===== config.mk =====
export PLATFORM = sky130hd
export DESIGN_NAME = conv_user_sequencer
export DESIGN_NICKNAME = d
export VERILOG_FILES = /design/src/rtl/conv_seq_pkg.sv /design/src/rtl/wrap_counter.sv /design/src/rtl/conv_user_sequencer.sv
export SDC_FILE = /design/constraint.sdc
export NUM_CORES = 1
export LEC_CHECK = 0
export ABC_AREA = 1
export BUFFER_PORTS_ARGS = -buffer_cell sky130_fd_sc_hd__buf_2
export CAP_MARGIN = 20
export CORE_MARGIN = 2
export CORE_UTILIZATION = 55
export CTS_CLUSTER_DIAMETER = 150
export DETAILED_ROUTE_END_ITERATION = 16
export PLACE_DENSITY = 0.77
export SYNTH_ARGS = -nofsm -noshare
export SYNTH_HDL_FRONTEND = slang
export SYNTH_SLANG_ARGS = --single-unit

===== constraint.sdc =====
create_clock -name clk -period 2.22 [get_ports clk]
set_input_delay 0.222 -clock clk [delete_from_list [all_inputs] [get_ports clk]]
set_output_delay 0.222 -clock clk [all_outputs]
set_load 0.05 [all_outputs]

===== src/rtl/conv_seq_pkg.sv =====
// Shared types and constants for the convolution input-stream sequencer.
// The tuser bit positions match the ones the engine already decodes.
package conv_seq_pkg;

  localparam int CS_BITS_KW2    = 2;
  localparam int CS_BITS_SW     = 2;
  localparam int CS_BITS_CIN    = 10;
  localparam int CS_BITS_COLS   = 10;
  localparam int CS_BITS_BLOCKS = 10;

  typedef enum logic [1:0] {
    IDLE = 2'd0,
    CFG  = 2'd1,
    RUN  = 2'd2,
    DONE = 2'd3
  } seq_state_t;

  typedef struct packed {
    logic [CS_BITS_KW2-1:0]    kw2;
    logic [CS_BITS_SW-1:0]     sw_1;
    logic [CS_BITS_CIN-1:0]    cin_1;
    logic [CS_BITS_COLS-1:0]   cols_1;
    logic [CS_BITS_BLOCKS-1:0] blocks_1;
  } conv_cfg_t;

  localparam int I_IS_CONFIG       = 0;
  localparam int I_IS_CIN_LAST     = 1;
  localparam int I_IS_W_FIRST      = 2;
  localparam int I_IS_COL_VALID    = 3;
  localparam int I_IS_SUM_START    = 4;
  localparam int I_KW2             = 5;
  localparam int I_SW_1            = I_KW2 + CS_BITS_KW2;
  localparam int I_IS_BOTTOM_BLOCK = I_SW_1 + CS_BITS_SW;
  localparam int TUSER_W           = I_IS_BOTTOM_BLOCK + 1;

  // Last kernel tap index: KW-1 = 2*kw2.
  function automatic logic [CS_BITS_KW2:0] kernel_max(input logic [CS_BITS_KW2-1:0] kw2);
    return {kw2, 1'b0};
  endfunction

endpackage


===== src/rtl/wrap_counter.sv =====
// Modulo counter: counts 0..max on en and wraps; clr forces zero and wins over en.
module wrap_counter #(
  parameter int W = 8
) (
  input  logic         clk,
  input  logic         resetn,
  input  logic         en,
  input  logic         clr,
  input  logic [W-1:0] max,
  output logic [W-1:0] count,
  output logic         at_max
);

  logic [W-1:0] count_reg;
  logic [W-1:0] count_next;

  assign count  = count_reg;
  assign at_max = (count_reg == max);

  always_comb begin
    count_next = count_reg;
    if (clr) begin
      count_next = '0;
    end else if (en) begin
      count_next = at_max ? '0 : count_reg + W'(1);
    end
  end

  always_ff @(posedge clk) begin
    if (!resetn) begin
      count_reg <= '0;
    end else begin
      count_reg <= count_next;
    end
  end

endmodule


===== src/rtl/conv_user_sequencer.sv =====
// Stamps each accepted beat of the engine input stream with tuser flags and last,
// driven by nested kernel/channel/column/block counters loaded from a layer config.
module conv_user_sequencer
  import conv_seq_pkg::*;
#(
  parameter int BITS_KW2    = CS_BITS_KW2,
  parameter int BITS_SW     = CS_BITS_SW,
  parameter int BITS_CIN    = CS_BITS_CIN,
  parameter int BITS_COLS   = CS_BITS_COLS,
  parameter int BITS_BLOCKS = CS_BITS_BLOCKS
) (
  input  logic                   clk,
  input  logic                   resetn,
  input  logic                   clken,
  input  logic                   cfg_valid,
  output logic                   cfg_ready,
  input  logic [BITS_KW2-1:0]    cfg_kw2,
  input  logic [BITS_SW-1:0]     cfg_sw_1,
  input  logic [BITS_CIN-1:0]    cfg_cin_1,
  input  logic [BITS_COLS-1:0]   cfg_cols_1,
  input  logic [BITS_BLOCKS-1:0] cfg_blocks_1,
  input  logic                   s_valid,
  output logic                   s_ready,
  output logic                   m_valid,
  input  logic                   m_ready,
  output logic                   m_last,
  output logic                   m_is_config,
  output logic                   m_is_cin_last,
  output logic                   m_is_w_first,
  output logic                   m_is_col_valid,
  output logic                   m_is_sum_start,
  output logic                   m_is_bottom_block,
  output logic [BITS_KW2-1:0]    m_kw2,
  output logic [BITS_SW-1:0]     m_sw_1,
  output logic                   done
);

  seq_state_t state_reg, state_next;
  conv_cfg_t  cfg_reg;

  logic in_stream, acc, acc_run, load;
  logic step_cin, step_col, step_blk, all_max;

  logic [BITS_KW2:0]      k_count,   k_max;
  logic [BITS_CIN-1:0]    cin_count;
  logic [BITS_COLS-1:0]   col_count;
  logic [BITS_BLOCKS-1:0] blk_count;
  logic [BITS_SW-1:0]     ph_count;
  logic k_at_max, cin_at_max, col_at_max, blk_at_max, ph_at_max;

  logic [TUSER_W-1:0] user_vec;

  assign in_stream = (state_reg == CFG) || (state_reg == RUN);
  assign acc       = clken & s_valid & m_ready & in_stream;
  assign acc_run   = acc & (state_reg == RUN);
  assign load      = clken & cfg_valid & (state_reg == IDLE);

  assign step_cin = acc_run & k_at_max;
  assign step_col = step_cin & cin_at_max;
  assign step_blk = step_col & col_at_max;
  assign all_max  = k_at_max & cin_at_max & col_at_max & blk_at_max;
  assign k_max    = kernel_max(cfg_reg.kw2);

  always_ff @(posedge clk) begin
    if (!resetn) begin
      cfg_reg <= '0;
    end else if (load) begin
      cfg_reg.kw2      <= cfg_kw2;
      cfg_reg.sw_1     <= cfg_sw_1;
      cfg_reg.cin_1    <= cfg_cin_1;
      cfg_reg.cols_1   <= cfg_cols_1;
      cfg_reg.blocks_1 <= cfg_blocks_1;
    end
  end

  wrap_counter #(.W(BITS_KW2 + 1)) u_k_cnt (
    .clk(clk), .resetn(resetn), .en(acc_run), .clr(load),
    .max(k_max), .count(k_count), .at_max(k_at_max)
  );

  wrap_counter #(.W(BITS_CIN)) u_cin_cnt (
    .clk(clk), .resetn(resetn), .en(step_cin), .clr(load),
    .max(cfg_reg.cin_1), .count(cin_count), .at_max(cin_at_max)
  );

  wrap_counter #(.W(BITS_COLS)) u_col_cnt (
    .clk(clk), .resetn(resetn), .en(step_col), .clr(load),
    .max(cfg_reg.cols_1), .count(col_count), .at_max(col_at_max)
  );

  wrap_counter #(.W(BITS_BLOCKS)) u_blk_cnt (
    .clk(clk), .resetn(resetn), .en(step_blk), .clr(load),
    .max(cfg_reg.blocks_1), .count(blk_count), .at_max(blk_at_max)
  );

  // Stride phase advances once per column and restarts with every new row block.
  wrap_counter #(.W(BITS_SW)) u_ph_cnt (
    .clk(clk), .resetn(resetn), .en(step_col), .clr(load | step_blk),
    .max(cfg_reg.sw_1), .count(ph_count), .at_max(ph_at_max)
  );

  always_comb begin
    state_next = state_reg;
    case (state_reg)
      IDLE: if (load) state_next = CFG;
      CFG:  if (acc) state_next = RUN;
      RUN:  if (acc && all_max) state_next = DONE;
      DONE: if (clken) state_next = IDLE;
      default: state_next = IDLE;
    endcase
  end

  always_ff @(posedge clk) begin
    if (!resetn) begin
      state_reg <= IDLE;
    end else begin
      state_reg <= state_next;
    end
  end

  always_comb begin
    user_vec = '0;
    user_vec[I_KW2 +: CS_BITS_KW2] = cfg_reg.kw2;
    user_vec[I_SW_1 +: CS_BITS_SW] = cfg_reg.sw_1;
    m_last = 1'b0;
    case (state_reg)
      CFG: user_vec[I_IS_CONFIG] = 1'b1;
      RUN: begin
        user_vec[I_IS_CIN_LAST]     = (k_count == k_max) && (cin_count == cfg_reg.cin_1);
        user_vec[I_IS_W_FIRST]      = (col_count == '0);
        user_vec[I_IS_COL_VALID]    = (col_count >= BITS_COLS'(cfg_reg.kw2));
        user_vec[I_IS_SUM_START]    = (ph_count == '0) | (ph_at_max & (cfg_reg.sw_1 == '0));
        user_vec[I_IS_BOTTOM_BLOCK] = (blk_count == cfg_reg.blocks_1);
        m_last                      = all_max;
      end
      default: ;
    endcase
  end

  assign m_is_config       = user_vec[I_IS_CONFIG];
  assign m_is_cin_last     = user_vec[I_IS_CIN_LAST];
  assign m_is_w_first      = user_vec[I_IS_W_FIRST];
  assign m_is_col_valid    = user_vec[I_IS_COL_VALID];
  assign m_is_sum_start    = user_vec[I_IS_SUM_START];
  assign m_is_bottom_block = user_vec[I_IS_BOTTOM_BLOCK];
  assign m_kw2             = user_vec[I_KW2 +: BITS_KW2];
  assign m_sw_1            = user_vec[I_SW_1 +: BITS_SW];

  assign cfg_ready = (state_reg == IDLE);
  assign s_ready   = in_stream & m_ready;
  assign m_valid   = in_stream & s_valid;
  assign done      = (state_reg == DONE);

endmodule


==> results of run 1 <==
[logic make-up after synthesis]
group                      synth area share
buffers and inverters                 0.102
xor gates and xnor gates             0.0547
DFF                                   0.370
adders and majority gates            0.0391
AOI/OAI and AO/OA                     0.131
and+or+nand+nor                       0.304
[final timing paths]
path / depth (start not counted) / from / endpoint / slack, ns
max reg2reg: 14 / state_reg[1] / u_blk_cnt.count[8] / 0.15
min: 3 / cfg_cols_1[5] / cfg_reg[15] / 0.13
min reg2reg: 2 / cfg_reg[11] / cfg_reg[11] / 0.47
max: 7 / u_col_cnt.count[0] / m_is_col_valid / 0.10
[per-stage QoR]
stage,std cells,setup WS [ns]
3_3_place_gp,700,0.183
2_1_floorplan,557,0.0697
5_1_grt,718,-0.00405
6_report,718,0.103
3_5_place_dp,700,0.0847
4_1_cts,714,0.00708
[per-layer routing]
layer	vias to the layer above	global-route usage
met3	16	0.0631
li1	1921	-
met4	0	0.0825
met2	127	0.430
met5	-	0
met1	1692	0.328
[cell usage in the layout, fill, tap and decap left out, types with 2 or more instances in the layout]
cell type  count
xor2_1        12
dfxtp_2        9
clkbuf_8      13
ha_1          11
xnor2_1       12
dfxtp_1       62
nand3_4        2
nand3_2        2
a21oi_1       55
nor2_4         3
buf_2         52
a211oi_1       4
nor2_1        36
nand4_1       15
nand3_1       33
buf_4         17
o21bai_1       2
nand2_1      140
o21ai_0       27
nor4_1         4
inv_1         69
nor3b_1        2
inv_2          7
o22ai_1        2
nor2_2         4
nor3_1        12
nand2_4        4
[synth_stat cells]
cell type,number
o21bai_1,2
o21ai_0,27
xnor2_1,12
nor3_1,12
nor3b_1,2
clkbuf_1,11
nand3_1,34
ha_1,12
buf_6,1
buf_1,1
nand4_1,15
nand2_4,3
nor2_1,37
nand3_2,3
and3_1,1
a21oi_1,55
o22ai_1,2
clkinv_4,1
nand2_2,1
nand2_1,141
nor4_1,5
a211oi_1,4
a2111oi_0,1
clkbuf_2,1
nor2_4,3
o211a_1,1
xor2_1,12
nor2_2,3
a21oi_2,1
buf_2,1
inv_1,70
dfxtp_1,71
inv_2,6
buf_4,4
o21ai_2,1
[power groups by stage]
stage / clock network, mW / logic (mW) / registers [mW]
detailed placement: 0 / 1.20 / 1.48
global placement: 0 / 1.18 / 1.48
global route: 1.04 / 1.44 / 1.47
floorplan: 0 / 0.913 / 1.46
finish: 0.969 / 1.32 / 1.46
CTS: 0.979 / 1.22 / 1.45
[critical path, stage by stage (launching register included)]
cell and delay (ns):
dfxtp_2 0.37, inv_1 0.12, ha_1 0.29, nand2_1 0.06, nand2_1 0.08, a2111oi_4 0.33, nor2_1 0.07, buf_2 0.22
[layout make-up]
type	count	area, µm²
Inverter	77	297
Tap cell	96	120
Sequential cell	71	1430
Fill cell	600	2250
Clock buffer	14	183
Timing Repair Buffer	70	399
Multi-Input combinational cell	390	2110
[timing repair]
item / 4_1_cts / 5_1_grt
gates resized for setup: 4 / 22
setup buffers: 0 / 4
setup endpoints to repair: 2 / 12
pin swaps: 0 / 3
cloned: 0 / 0
==> results.sh, run 1 <==
export IMPL_synthToLayoutAreaGrowth_pct=18.1
export IMPL_vias_per_cell=5.23
export IMPL_syn_nets=609
export IMPL_met1Wirelength_um=4220
export IMPL_grt_max_degree=56
export IMPL_crit_required_ns=2.00
export IMPL_first_iter_violations=203
export IMPL_layout_nets=671
export IMPL_port_buffers=54
export IMPL_setup_violations=0
export IMPL_relSlewSlack=0.666
export IMPL_num_io_pins=55
export IMPL_ys_top_cells_by_area="dfxtp_1 (37%), nand2_1 (14%), a21oi_1 (7.2%), inv_1 (6.8%), nand3_1 (4.4%)"
export IMPL_insertion_delay_ns=0.35
export IMPL_routed_wirelength_um=9540
export IMPL_final_max_slew_violation_count=0
export IMPL_grt_pass1_wl_um=15400
export IMPL_yosys_warnings=0
export IMPL_htree_num_levels=3
export IMPL_utilization=0.668
export IMPL_hpwlAfterDp_um=7010
export IMPL_post_route_cell_area_um2=4540
export IMPL_avgSynthCellArea_um2=6.90
export IMPL_arrival_ns=1.89
export IMPL_hold_path_class="in -> reg"
export IMPL_power_density_nw_per_um2=825
export IMPL_die_h_um=87.6
export IMPL_comb_power_share=0.352
export IMPL_avgRoutedWirePerCell_um=13.3
export IMPL_drcViolationCount=0
export IMPL_dr_wl_met2_um=4620
export IMPL_cts_buffers=9
export IMPL_top_layer_used="met4"
export IMPL_clock_fmax_mhz=472
export IMPL_ys_seq_area_frac=0.370
export IMPL_met3WireLength_um=549
export IMPL_largest_reg_flops=30
export IMPL_ys_ff_latch=71
export IMPL_cap_violations=0
export IMPL_cts_tree="built"
export IMPL_crit_fanout=6
export IMPL_die_area_um2=7670
export IMPL_internal_power_mw=2.30
export IMPL_netlist_area_leader_share=0.370
export IMPL_outcome="complete, no violations"
export IMPL_cts_sinks=71
export IMPL_globalplace_congestion=0.867
export IMPL_grt_usage=0.257
export IMPL_dr_total_vias=3756
export IMPL_leakagePower_nw=1.98
export IMPL_dpl_cell_area_um2=4230
export IMPL_drt_pass1_iterations=5
export IMPL_final_setup_skew_ns=0.00985
export IMPL_antenna_found_initial=0
export IMPL_swShare=0.385
export IMPL_rows=30
export IMPL_power_frac_seq=0.389
export IMPL_clk_pin_slew_ns=0.07
export IMPL_clockBufferDepth=2
export IMPL_p_switching_mw=1.44
export IMPL_synth_top_area_cell="dfxtp_1"
export IMPL_worstMarginPinSlew_ns=0.501
export IMPL_synth_cells=557
export IMPL_synth_area_um2=3840
export IMPL_clkPwrFrac=0.259
export IMPL_start_util=0.566
export IMPL_antennaDiodeCount=0
export IMPL_cp_end_kind="primary output"
export IMPL_finalSetupTns_ns=0
export IMPL_clock_root_buffer="clkbuf_8"
export IMPL_min_period_ns=2.12
export IMPL_irDropWorstVdd_v=0.000514
export IMPL_grt_ovfl_total=0
export IMPL_holdWs_ns=0.133
export IMPL_grt_pass1_vias=3388
export IMPL_ys_types=35
export IMPL_hold_buffers=0
export IMPL_hold_viol=0
export IMPL_drive_gt1_frac=0.195
export IMPL_fin_total_pwr_mw=3.75
export IMPL_core_um2=6790
export IMPL_start_kind="flop"
export IMPL_die_w_um=87.6
export IMPL_critical_path_class="reg -> out"
export IMPL_period_share=0.953
export IMPL_postRouteAntennaNets=0
(Power assumes the default switching activity.)
==> run 2, diff against run 1 <==
CORE_UTILIZATION = 52   (was 55)
PLACE_DENSITY = 0.76   (was 0.77)
clock period = 1.9 ns   (was 2.22 ns; I/O delays follow)
==> run 2 against run 1 <==
  * The flow now finishes with violations (negative setup slack)
  * Register-to-register slack lost 0.20 ns
  * Utilization up 4.8 points
  * First-iteration DRC count up 33%
  * Sequential cell count is the same
  * Sequential share of layout area fell by 3.4 points
  * Critical path depth is 1 higher
  * Count of clock-buffer cells in the layout shrank 2
  * Global-route usage shrank 1.3 points
  * Clock power grew 26%
==> results.sh, run 2 (same netlist as run 1, synthesis figures left out) <==
export IMPL_rows=31
export IMPL_internal_power_mw=3.00
export IMPL_clockBufferDepth=2
export IMPL_setup_ws_ns=-0.106
export IMPL_first_iter_violations=270
export IMPL_worstMarginPinSlew_ns=0.442
export IMPL_leakagePower_nw=2.25
export IMPL_swShare=0.391
export IMPL_violations="negative setup slack"
export IMPL_antenna_found_initial=0
export IMPL_clock_root_buffer="clkbuf_8"
export IMPL_dp_slack_ns=-0.0345
export IMPL_hold_path_class="in -> reg"
export IMPL_power_density_nw_per_um2=954
export IMPL_postRouteAntennaNets=0
export IMPL_layout_common_cells="nand2_1 (129), inv_1 (62), buf_2 (51)"
export IMPL_num_fill_cells=571
export IMPL_num_io_pins=55
export IMPL_synthToLayoutAreaGrowth_pct=34.4
export IMPL_setup_violations=13
export IMPL_p_switching_mw=1.93
export IMPL_grt_ovfl_total=0
export IMPL_largest_reg_flops=30
export IMPL_critical_path_class="reg -> out"
export IMPL_drt_pass1_iterations=6
export IMPL_die_area_um2=8100
export IMPL_grt_setup_unrepaired="yes"
export IMPL_clkPwrFrac=0.248
export IMPL_cts_sinks=71
export IMPL_clk_pin_slew_ns=0.07
export IMPL_fin_total_pwr_mw=4.93
export IMPL_start_util=0.533
export IMPL_period_share=1.06
export IMPL_arrival_ns=1.82
export IMPL_cts_buffers=9
export IMPL_clock_fmax_mhz=499
export IMPL_min_period_ns=2.01
export IMPL_die_h_um=90.0
export IMPL_layout_nets=710
export IMPL_final_instance_count_excl_fill=761
export IMPL_routed_wirelength_um=11000
export IMPL_avgRoutedWirePerCell_um=14.4
export IMPL_cts_tree="built"
export IMPL_crit_fanout=2
export IMPL_insertion_delay_ns=0.36
export IMPL_outcome="complete, but fails checks"
export IMPL_dr_total_vias=4050
export IMPL_grt_max_degree=30
export IMPL_cp_end_kind="primary output"
export IMPL_hpwlAfterDp_um=6730
export IMPL_die_w_um=90.0
export IMPL_cap_violations=0
export IMPL_final_common_cell="nand2_1"
export IMPL_grt_pass1_vias=3621
export IMPL_final_max_slew_violation_count=0
export IMPL_irDropWorstVdd_v=0.000799
export IMPL_placed_cells=721
export IMPL_power_frac_seq=0.345
export IMPL_antennaDiodeCount=0
export IMPL_holdWs_ns=0.100
export IMPL_relSlewSlack=0.703
export IMPL_drive_gt1_frac=0.334
export IMPL_globalplace_congestion=0.905
export IMPL_grt_usage=0.245
export IMPL_htree_num_levels=3
export IMPL_grt_pass1_wl_um=16300
export IMPL_core_um2=7210
export IMPL_port_buffers=54
export IMPL_final_setup_skew_ns=0.0114
export IMPL_comb_power_share=0.407
export IMPL_drcViolationCount=0
export IMPL_hold_viol=0
export IMPL_vias_per_cell=5.32
export IMPL_hold_buffers=0
export IMPL_start_kind="flop"
export IMPL_crit_required_ns=1.71
[run 2: final timing paths]
kind	cells after the start	slack, ns	to	from
setup / recovery	8	-0.11	m_is_col_valid	u_col_cnt.count[0]
hold / removal	3	0.10	cfg_reg[18]	cfg_cols_1[8]
setup reg to reg	14	-0.05	u_col_cnt.count[7]	state_reg[0]
hold reg to reg	2	0.47	cfg_reg[23]	cfg_reg[23]
[run 2: critical path, cell delays in order (launching register included)]
cell,delay (ns)
dfxtp_2,0.33
inv_2,0.04
buf_6,0.11
ha_4,0.21
nand2_2,0.07
nand2_2,0.08
a2111oi_4,0.35
nor2_1,0.10
buf_6,0.16
[run 2: stage by stage]
stage                      util  setup TNS, ns  instance area (µm²)
after CTS                 0.672         -0.101                 4840
after floorplan               -         -0.109                 3910
after global placement    0.617              0                 4450
final                     0.716         -0.304                 5170
after global routing      0.716          -1.51                 5170
after detailed placement  0.617        -0.0517                 4450
[run 2: what timing repair did]
action	in CTS	in global routing
hold endpoints to repair	0	0
setup buffers	12	14
gates resized for setup	41	61
endpoints found under the setup margin	9	26
pin swaps	13	17
[run 2: power by group through the flow]
stage               Sequential [mW]  Clock (mW)  Combinational [mW]
floorplan                      1.71           0                1.16
global placement               1.73           0                1.59
detailed placement             1.73           0                1.61
CTS                            1.70        1.21                1.86
global route                   1.72        1.29                2.13
finish                         1.70        1.22                2.00
[run 2: layer usage]
metal  GRT usage  vias up  wire [µm]
li1            -     2002          -
met1       0.303     1853       4550
met2       0.427      161       5430
met3      0.0386       34        691
met4      0.0987        0        309
met5           0        -          0
[run 2: cell type report]
| type | instances | area (µm²) | area share |
|---|---|---|---|
| Sequential cell | 71 | 1450 | 0.281 |
| Clock inverter | 3 | 43.8 | 0.00848 |
| Multi-Input combinational cell | 390 | 2320 | 0.449 |
| Inverter | 77 | 309 | 0.0598 |
| Tap cell | 99 | 124 | 0.0240 |
| Timing Repair Buffer | 109 | 773 | 0.150 |
| Clock buffer | 12 | 145 | 0.0281 |
